--- src/rtl/univ_bin_counter_seq_if.sv ---
// -----------------------------------------------------------------------------
// univ_bin_counter_seq_if
//   Command channel between a host and univ_bin_counter_seq.
//   The host drives the command; the sequencer drives cmd_ready.
//
//   cmd_valid  host -> seq  a command is present on cmd_op/cmd_arg/cmd_len
//   cmd_ready  seq  -> host sequencer accepts a command this cycle
//   cmd_op     host -> seq  opcode (0 NOP .. 7 UP_TO_ARG)
//   cmd_arg    host -> seq  load value, or target value for UP_TO_ARG
//   cmd_len    host -> seq  number of enabled count cycles for UP/DOWN
// -----------------------------------------------------------------------------
interface univ_bin_counter_seq_if #(
    parameter int N  = 3,
    parameter int CW = 8
);
    logic          cmd_valid;
    logic          cmd_ready;
    logic [2:0]    cmd_op;
    logic [N-1:0]  cmd_arg;
    logic [CW-1:0] cmd_len;

    modport master (
        output cmd_valid,
        output cmd_op,
        output cmd_arg,
        output cmd_len,
        input  cmd_ready
    );

    modport slave (
        input  cmd_valid,
        input  cmd_op,
        input  cmd_arg,
        input  cmd_len,
        output cmd_ready
    );
endinterface

--- src/rtl/univ_bin_counter_seq.sv ---
// -----------------------------------------------------------------------------
// univ_bin_counter_seq
//   Command-driven sequencer for one univ_bin_counter. Accepts one command at
//   a time, drives the counter's control pins, watches q/max_tick/min_tick to
//   decide when the command is finished and emits a one-cycle done pulse.
//
//   clk            rising-edge clock
//   reset          synchronous, active-high reset
//   cmd            command channel (slave side): valid/ready/op/arg/len
//   abort          terminates a running count (ignored outside RUN)
//   busy           a command is in progress
//   done           one-cycle completion pulse
//   aborted        last command ended by abort; held until next accept
//   cnt_syn_clear  to counter syn_clear
//   cnt_load       to counter load
//   cnt_en         to counter en
//   cnt_up         to counter up
//   cnt_d          to counter d
//   cnt_q          from counter q
//   cnt_max_tick   from counter max_tick
//   cnt_min_tick   from counter min_tick
// -----------------------------------------------------------------------------
module univ_bin_counter_seq #(
    parameter int N  = 3,
    parameter int CW = 8
) (
    input  logic                         clk,
    input  logic                         reset,
    univ_bin_counter_seq_if.slave        cmd,
    input  logic                         abort,
    output logic                         busy,
    output logic                         done,
    output logic                         aborted,
    output logic                         cnt_syn_clear,
    output logic                         cnt_load,
    output logic                         cnt_en,
    output logic                         cnt_up,
    output logic [N-1:0]                 cnt_d,
    input  logic [N-1:0]                 cnt_q,
    input  logic                         cnt_max_tick,
    input  logic                         cnt_min_tick
);

    typedef enum logic [1:0] {
        S_IDLE,
        S_EXEC,
        S_RUN,
        S_DONE
    } state_t;

    typedef enum logic [2:0] {
        OP_NOP         = 3'd0,
        OP_CLEAR       = 3'd1,
        OP_LOAD        = 3'd2,
        OP_UP          = 3'd3,
        OP_DOWN        = 3'd4,
        OP_UP_TO_MAX   = 3'd5,
        OP_DOWN_TO_MIN = 3'd6,
        OP_UP_TO_ARG   = 3'd7
    } op_t;

    state_t        r_state;
    state_t        w_state_nxt;
    op_t           r_op;
    logic [N-1:0]  r_d;
    logic          r_up;
    logic [CW-1:0] r_rem;
    logic          r_aborted;

    logic          w_accept;
    logic          w_stop;
    logic          w_en;
    logic          w_clr;
    logic          w_ld;
    logic          w_ready;

    // State register
    always_ff @(posedge clk) begin
        if (reset) begin
            r_state <= S_IDLE;
        end else begin
            r_state <= w_state_nxt;
        end
    end

    // Next state and counter controls
    always_comb begin
        w_state_nxt = r_state;
        w_stop      = 1'b1;
        w_en        = 1'b0;
        w_clr       = 1'b0;
        w_ld        = 1'b0;
        w_ready     = (r_state == S_IDLE) && !reset;
        w_accept    = cmd.cmd_valid && w_ready;

        // The counter's q and ticks are registered, so deciding the stop in
        // the same cycle that gates en is free of combinational loops.
        case (r_op)
            OP_UP, OP_DOWN:  w_stop = (r_rem == '0);
            OP_UP_TO_MAX:    w_stop = cnt_max_tick;
            OP_DOWN_TO_MIN:  w_stop = cnt_min_tick;
            OP_UP_TO_ARG:    w_stop = (cnt_q == r_d);
            default:         w_stop = 1'b1;
        endcase

        unique case (r_state)
            S_IDLE: begin
                if (w_accept) begin
                    case (op_t'(cmd.cmd_op))
                        OP_NOP:            w_state_nxt = S_DONE;
                        OP_CLEAR, OP_LOAD: w_state_nxt = S_EXEC;
                        default:           w_state_nxt = S_RUN;
                    endcase
                end
            end
            S_EXEC: begin
                w_clr       = (r_op == OP_CLEAR);
                w_ld        = (r_op == OP_LOAD);
                w_state_nxt = S_DONE;
            end
            S_RUN: begin
                w_en = !w_stop && !abort;
                if (w_stop || abort) begin
                    w_state_nxt = S_DONE;
                end
            end
            S_DONE: begin
                w_state_nxt = S_IDLE;
            end
        endcase

        if (reset) begin
            w_en  = 1'b0;
            w_clr = 1'b0;
            w_ld  = 1'b0;
        end
    end

    // Command registers
    always_ff @(posedge clk) begin
        if (reset) begin
            r_op      <= OP_NOP;
            r_d       <= '0;
            r_up      <= 1'b1;
            r_rem     <= '0;
            r_aborted <= 1'b0;
        end else if (w_accept) begin
            r_op      <= op_t'(cmd.cmd_op);
            r_d       <= cmd.cmd_arg;
            r_rem     <= cmd.cmd_len;
            r_aborted <= 1'b0;
            case (op_t'(cmd.cmd_op))
                OP_UP, OP_UP_TO_MAX, OP_UP_TO_ARG: r_up <= 1'b1;
                OP_DOWN, OP_DOWN_TO_MIN:           r_up <= 1'b0;
                default:                           r_up <= r_up;
            endcase
        end else if (r_state == S_RUN) begin
            if (w_en && (r_op == OP_UP || r_op == OP_DOWN)) begin
                r_rem <= r_rem - CW'(1);
            end
            // A stop reached in the same cycle takes precedence over abort.
            if (abort && !w_stop) begin
                r_aborted <= 1'b1;
            end
        end
    end

    assign cmd.cmd_ready   = w_ready;
    assign busy            = (r_state != S_IDLE);
    assign done            = (r_state == S_DONE);
    assign aborted         = r_aborted;
    assign cnt_syn_clear   = w_clr;
    assign cnt_load        = w_ld;
    assign cnt_en          = w_en;
    assign cnt_up          = r_up;
    assign cnt_d           = r_d;

endmodule

--- src/flat_wrapper.sv ---
// flat-port wrapper written by rule: the top's interface ports become plain ports
module univ_bin_counter_seq_flat 
#(
    parameter int N  = 3,
    parameter int CW = 8
)
  (clk, reset, abort, busy, done, aborted, cnt_syn_clear, cnt_load, cnt_en, cnt_up, cnt_d, cnt_q, cnt_max_tick, cnt_min_tick, cmd_cmd_valid, cmd_cmd_op, cmd_cmd_arg, cmd_cmd_len, cmd_cmd_ready);
  univ_bin_counter_seq_if #(.N(N), .CW(CW)) cmd_i ();
  input  logic clk;
  input  logic reset;
  input  logic abort;
  output logic busy;
  output logic done;
  output logic aborted;
  output logic cnt_syn_clear;
  output logic cnt_load;
  output logic cnt_en;
  output logic cnt_up;
  output logic [N-1:0] cnt_d;
  input  logic [N-1:0] cnt_q;
  input  logic cnt_max_tick;
  input  logic cnt_min_tick;
  input wire logic [$bits(cmd_i.cmd_valid)-1:0] cmd_cmd_valid;
  input wire logic [$bits(cmd_i.cmd_op)-1:0] cmd_cmd_op;
  input wire logic [$bits(cmd_i.cmd_arg)-1:0] cmd_cmd_arg;
  input wire logic [$bits(cmd_i.cmd_len)-1:0] cmd_cmd_len;
  output wire logic [$bits(cmd_i.cmd_ready)-1:0] cmd_cmd_ready;
  assign cmd_i.cmd_valid = cmd_cmd_valid;
  assign cmd_i.cmd_op = cmd_cmd_op;
  assign cmd_i.cmd_arg = cmd_cmd_arg;
  assign cmd_i.cmd_len = cmd_cmd_len;
  assign cmd_cmd_ready = cmd_i.cmd_ready;
  univ_bin_counter_seq #(.N(N), .CW(CW)) u_core (.clk(clk), .reset(reset), .cmd(cmd_i), .abort(abort), .busy(busy), .done(done), .aborted(aborted), .cnt_syn_clear(cnt_syn_clear), .cnt_load(cnt_load), .cnt_en(cnt_en), .cnt_up(cnt_up), .cnt_d(cnt_d), .cnt_q(cnt_q), .cnt_max_tick(cnt_max_tick), .cnt_min_tick(cnt_min_tick));
endmodule
--- config.mk ---
export PLATFORM = sky130hd
export DESIGN_NAME = univ_bin_counter_seq_flat
export DESIGN_NICKNAME = d
export VERILOG_FILES = /design/src/rtl/univ_bin_counter_seq_if.sv /design/src/rtl/univ_bin_counter_seq.sv /design/src/flat_wrapper.sv
export SDC_FILE = /design/constraint.sdc
export NUM_CORES = 1
export LEC_CHECK = 0
export BUFFER_PORTS_ARGS = -buffer_cell sky130_fd_sc_hd__buf_4
export CORE_ASPECT_RATIO = 0.5
export CORE_MARGIN = 3
export CORE_UTILIZATION = 30
export DETAILED_ROUTE_END_ITERATION = 12
export PLACE_DENSITY_LB_ADDON = 0.2
export SYNTH_ARGS = -nofsm -noshare
export SYNTH_HDL_FRONTEND = slang
export SYNTH_SLANG_ARGS = --single-unit
export TNS_END_PERCENT = 5
--- constraint.sdc ---
create_clock -name clk -period 1.6 [get_ports clk]
set_input_delay 0.16 -clock clk [delete_from_list [all_inputs] [get_ports clk]]
set_output_delay 0.16 -clock clk [all_outputs]
set_load 0.01 [all_outputs]
==> metrics.cfg <==
[synthesis]
seq_area_frac_synth_pct=31.20
syn_area_per_cell_sq_um=8.190
synth_adder_area_share_pct=7.584
ys_warn_count=0
yosys.area_share.simple_pct=30.88
syn_inst=141
synth_area_sq_um=1155
synth_compound_area_share_pct=17.88
synthDistinctLibCells=39
synth.mux.area_fraction_pct=1.842
yosys_register_bits=18
synth_fp_nets=171
synthXorXnorAreaFrac_pct=6.826
synth_top_family_by_area=simple AND/OR/NAND/NOR gates

[drt]
antenna_left=0
first_pass_iters=4
wl_per_cell_um=11.73
num_vias=1133
viasPerCell=4.663
drc=0
wl_mm=2.851
drt_iter0_markers=21

[sta]
timing.hold.ws_ps=99.60
worst_pin_slew_ps=416.7
period_share_pct=104.7
worst_slack_ps=-75.93
finalSetupViolCount=3
skew_ps=4.732
fmax_ghz=0.5967
period_needed_ps=1676
drv_slew=0
relSlewSlack_pct=71.50
rsz0062_at_grt=true
hold_viol_final=0
fin_setup_tns_ps=-113.8

[setup_path]
cp.required_ps=1440
r2r_slack_ps=-30
worstSetupPathDepth=6
max_stage_delay_ps=360
r2r_start=u_core.r_rem[2]
crit_path_end_kind=primary output
critical_path.slowest_cell=dfxtp_2
rr_endpoint=u_core.r_state[1]
setup.worst_path.end=cnt_en
crit_path_start_kind=register
cpLargestDelayFamily=flip-flops
r2r_cells=6
path_max_fanout=3
crit_start=u_core.r_rem[0]
path_buf_inv=2
path_class=reg -> out
crit_arrival_ps=1520
path_cells=inv_2, ha_2, a32o_2, o211ai_4, and4_1, buf_6

[job]
drv_cap=0

[cts]
cts_tree=built
clockBufferDepth=2
h-tree-depth=1
clock_sinks=18
clk_pin_slew_ps=70
clk_latency_ps=250
cts_buffers=3
holdBufCountCts=0
clockRootBuffer=clkbuf_8

[final_layout]
multi_input_area_sq_um=818.3
seqCellArea_sq_um=370.4
fillers=361
antenna_cells=0
drive_gt1_share_pct=44.27
final_nets=224
area_growth_pct=49.08

[global_route]
gr-usage-all-layers_pct=12.91
grt_pass1_vias=1052
antenna_found_initial=0
gr-total-overflow=0
grt_max_degree=16
grt_pass1_wl_mm=4.788

[floorplan]
pin_count=34
start_util_pct=32.39
std_cell_rows=15
die_area_sq_um=4675
die_x_um=93.75
die_y_um=49.87
core_area_sq_um=3566

[placed_design]
portBuffers=33
hpwl_mm=2.223
place_ws_ps=-46.94
gp_congestion=0.8426

[run_status]
failed_checks=negative setup slack
status=finished, violations left

[hold_path]
hold_path.startpoint=cmd_cmd_arg[2]
hold_class=in -> reg

[power_and_ir_drop]
power_density_nw_per_um2=1189
leakagePower_nw=0.7109
max-vdd-ir-drop_v=0.0006059

## cell type report
cell class                      count  area share (%)
Multi-Input combinational cell    112           47.53
Timing Repair Buffer               53           23.55
Sequential cell                    18           21.51
Tap cell                           51           3.706
Clock buffer                        3           2.398
Inverter                            6           1.308
## cell usage in the layout, fill, tap and decap left out, types with 3 or more instances in the layout
cell type / netlist / layout
ha_1: 7 / 5
nand2_1: 21 / 20
nor3b_2: 1 / 3
a211oi_1: 8 / 6
nor3_1: 5 / 4
dfxtp_1: 18 / 12
dfxtp_2: 0 / 5
nor2_1: 20 / 20
clkbuf_8: 0 / 3
and4_1: 4 / 4
o21ai_0: 6 / 6
buf_4: 0 / 51
inv_1: 6 / 5
xnor2_1: 9 / 9
## Yosys cell counts (all sizes together)
master   count  area (sq um)
dfxtp       18         360.4
nor2b        1         6.260
xnor2        9         78.83
mux2         1         11.26
ha           7         87.58
nor4         3         25.02
a22o         1         8.760
and3         1         11.26
o211ai       2         33.78
a32o         1         11.26
nand3        2         10.01
a221o        1         10.01
a21o         1         7.510
a21oi        2         10.01
a311oi       1         8.760
and4         4         35.03
buf          2         10.01
and3b        1         8.760
o21ai        6         30.03
nor3         6         35.03
and2         1         6.260
clkbuf       3         11.26
and2b        1         7.510
nand2b       2         12.51
a31o         1         8.760
inv          6         22.52
nor2        21         86.33
a211oi       8         60.06
mux2i        1         10.01
nor3b        3         27.52
a2111oi      1         8.760
nand2       21         78.83
a41oi        1         8.760
nand4        1         6.260
## worst min-delay path, stage by stage
cell,delay [ps]
buf_4,80
nand2_1,30
o21ai_0,50
## metal layers
layer / vias to the layer above / track usage [%] / part of all wire [%]
li1: 597 / - / -
met1: 510 / 16.79 / 49
met2: 26 / 21.62 / 46
met3: 0 / 4.116 / 5.2
met4: 0 / 1.439 / 0
met5: - / 0 / 0
## sequential cells by signal, indices dropped and copies added (netlist names)
register and cells:
u_core.aborted 1, u_core.cnt_d 3, u_core.r_op 3, u_core.r_state 2, u_core.cnt_up 1, u_core.r_rem 8
## stage by stage
step,std cells,util (%),total power [mW],instance area [sq um]
floorplan,141,-,1.233,1159
global placement,237,44.18,1.618,1575
detailed placement,237,44.18,1.629,1575
CTS,243,46.95,2.028,1674
global route,243,48.28,2.209,1722
finish,243,48.28,2.047,1722
## power by group
group	internal (mW)	leakage, nW	total [mW]	switching (mW)
logic	0.570	0.539	1.08	0.509
registers	0.555	0.150	0.647	0.0918
clock network	0.167	0.0216	0.321	0.154
total	1.29	0.711	2.05	0.755
## repair_timing
item / in CTS / in global routing
buffers inserted: 3 / 0
pin swaps: 7 / 5
endpoints found under the setup margin: 6 / 15
gates resized for setup: 10 / 14
## cells by family (layout without fill, tap and decap cells)
logic type,Yosys count,after routing
AOI/OAI and AO/OA,26,26
xor gates and xnor gates,9,9
adders and majority gates,7,7
buffers and inverters,11,62
DFF,18,18
muxes,2,2
and+or+nand+nor,68,68
## worst min path at each step
stage	cells past startpoint	slack, ps	to
4_1_cts	3	100	u_core.cnt_d[0]
6_report	3	100	u_core.cnt_d[2]
3_5_place_dp	3	360	u_core.cnt_d[2]
3_3_place_gp	3	350	u_core.cnt_d[0]
5_1_grt	3	100	u_core.cnt_d[2]
2_1_floorplan	2	270	u_core.cnt_d[0]
Note: power is estimated with default switching activity, not from simulation.
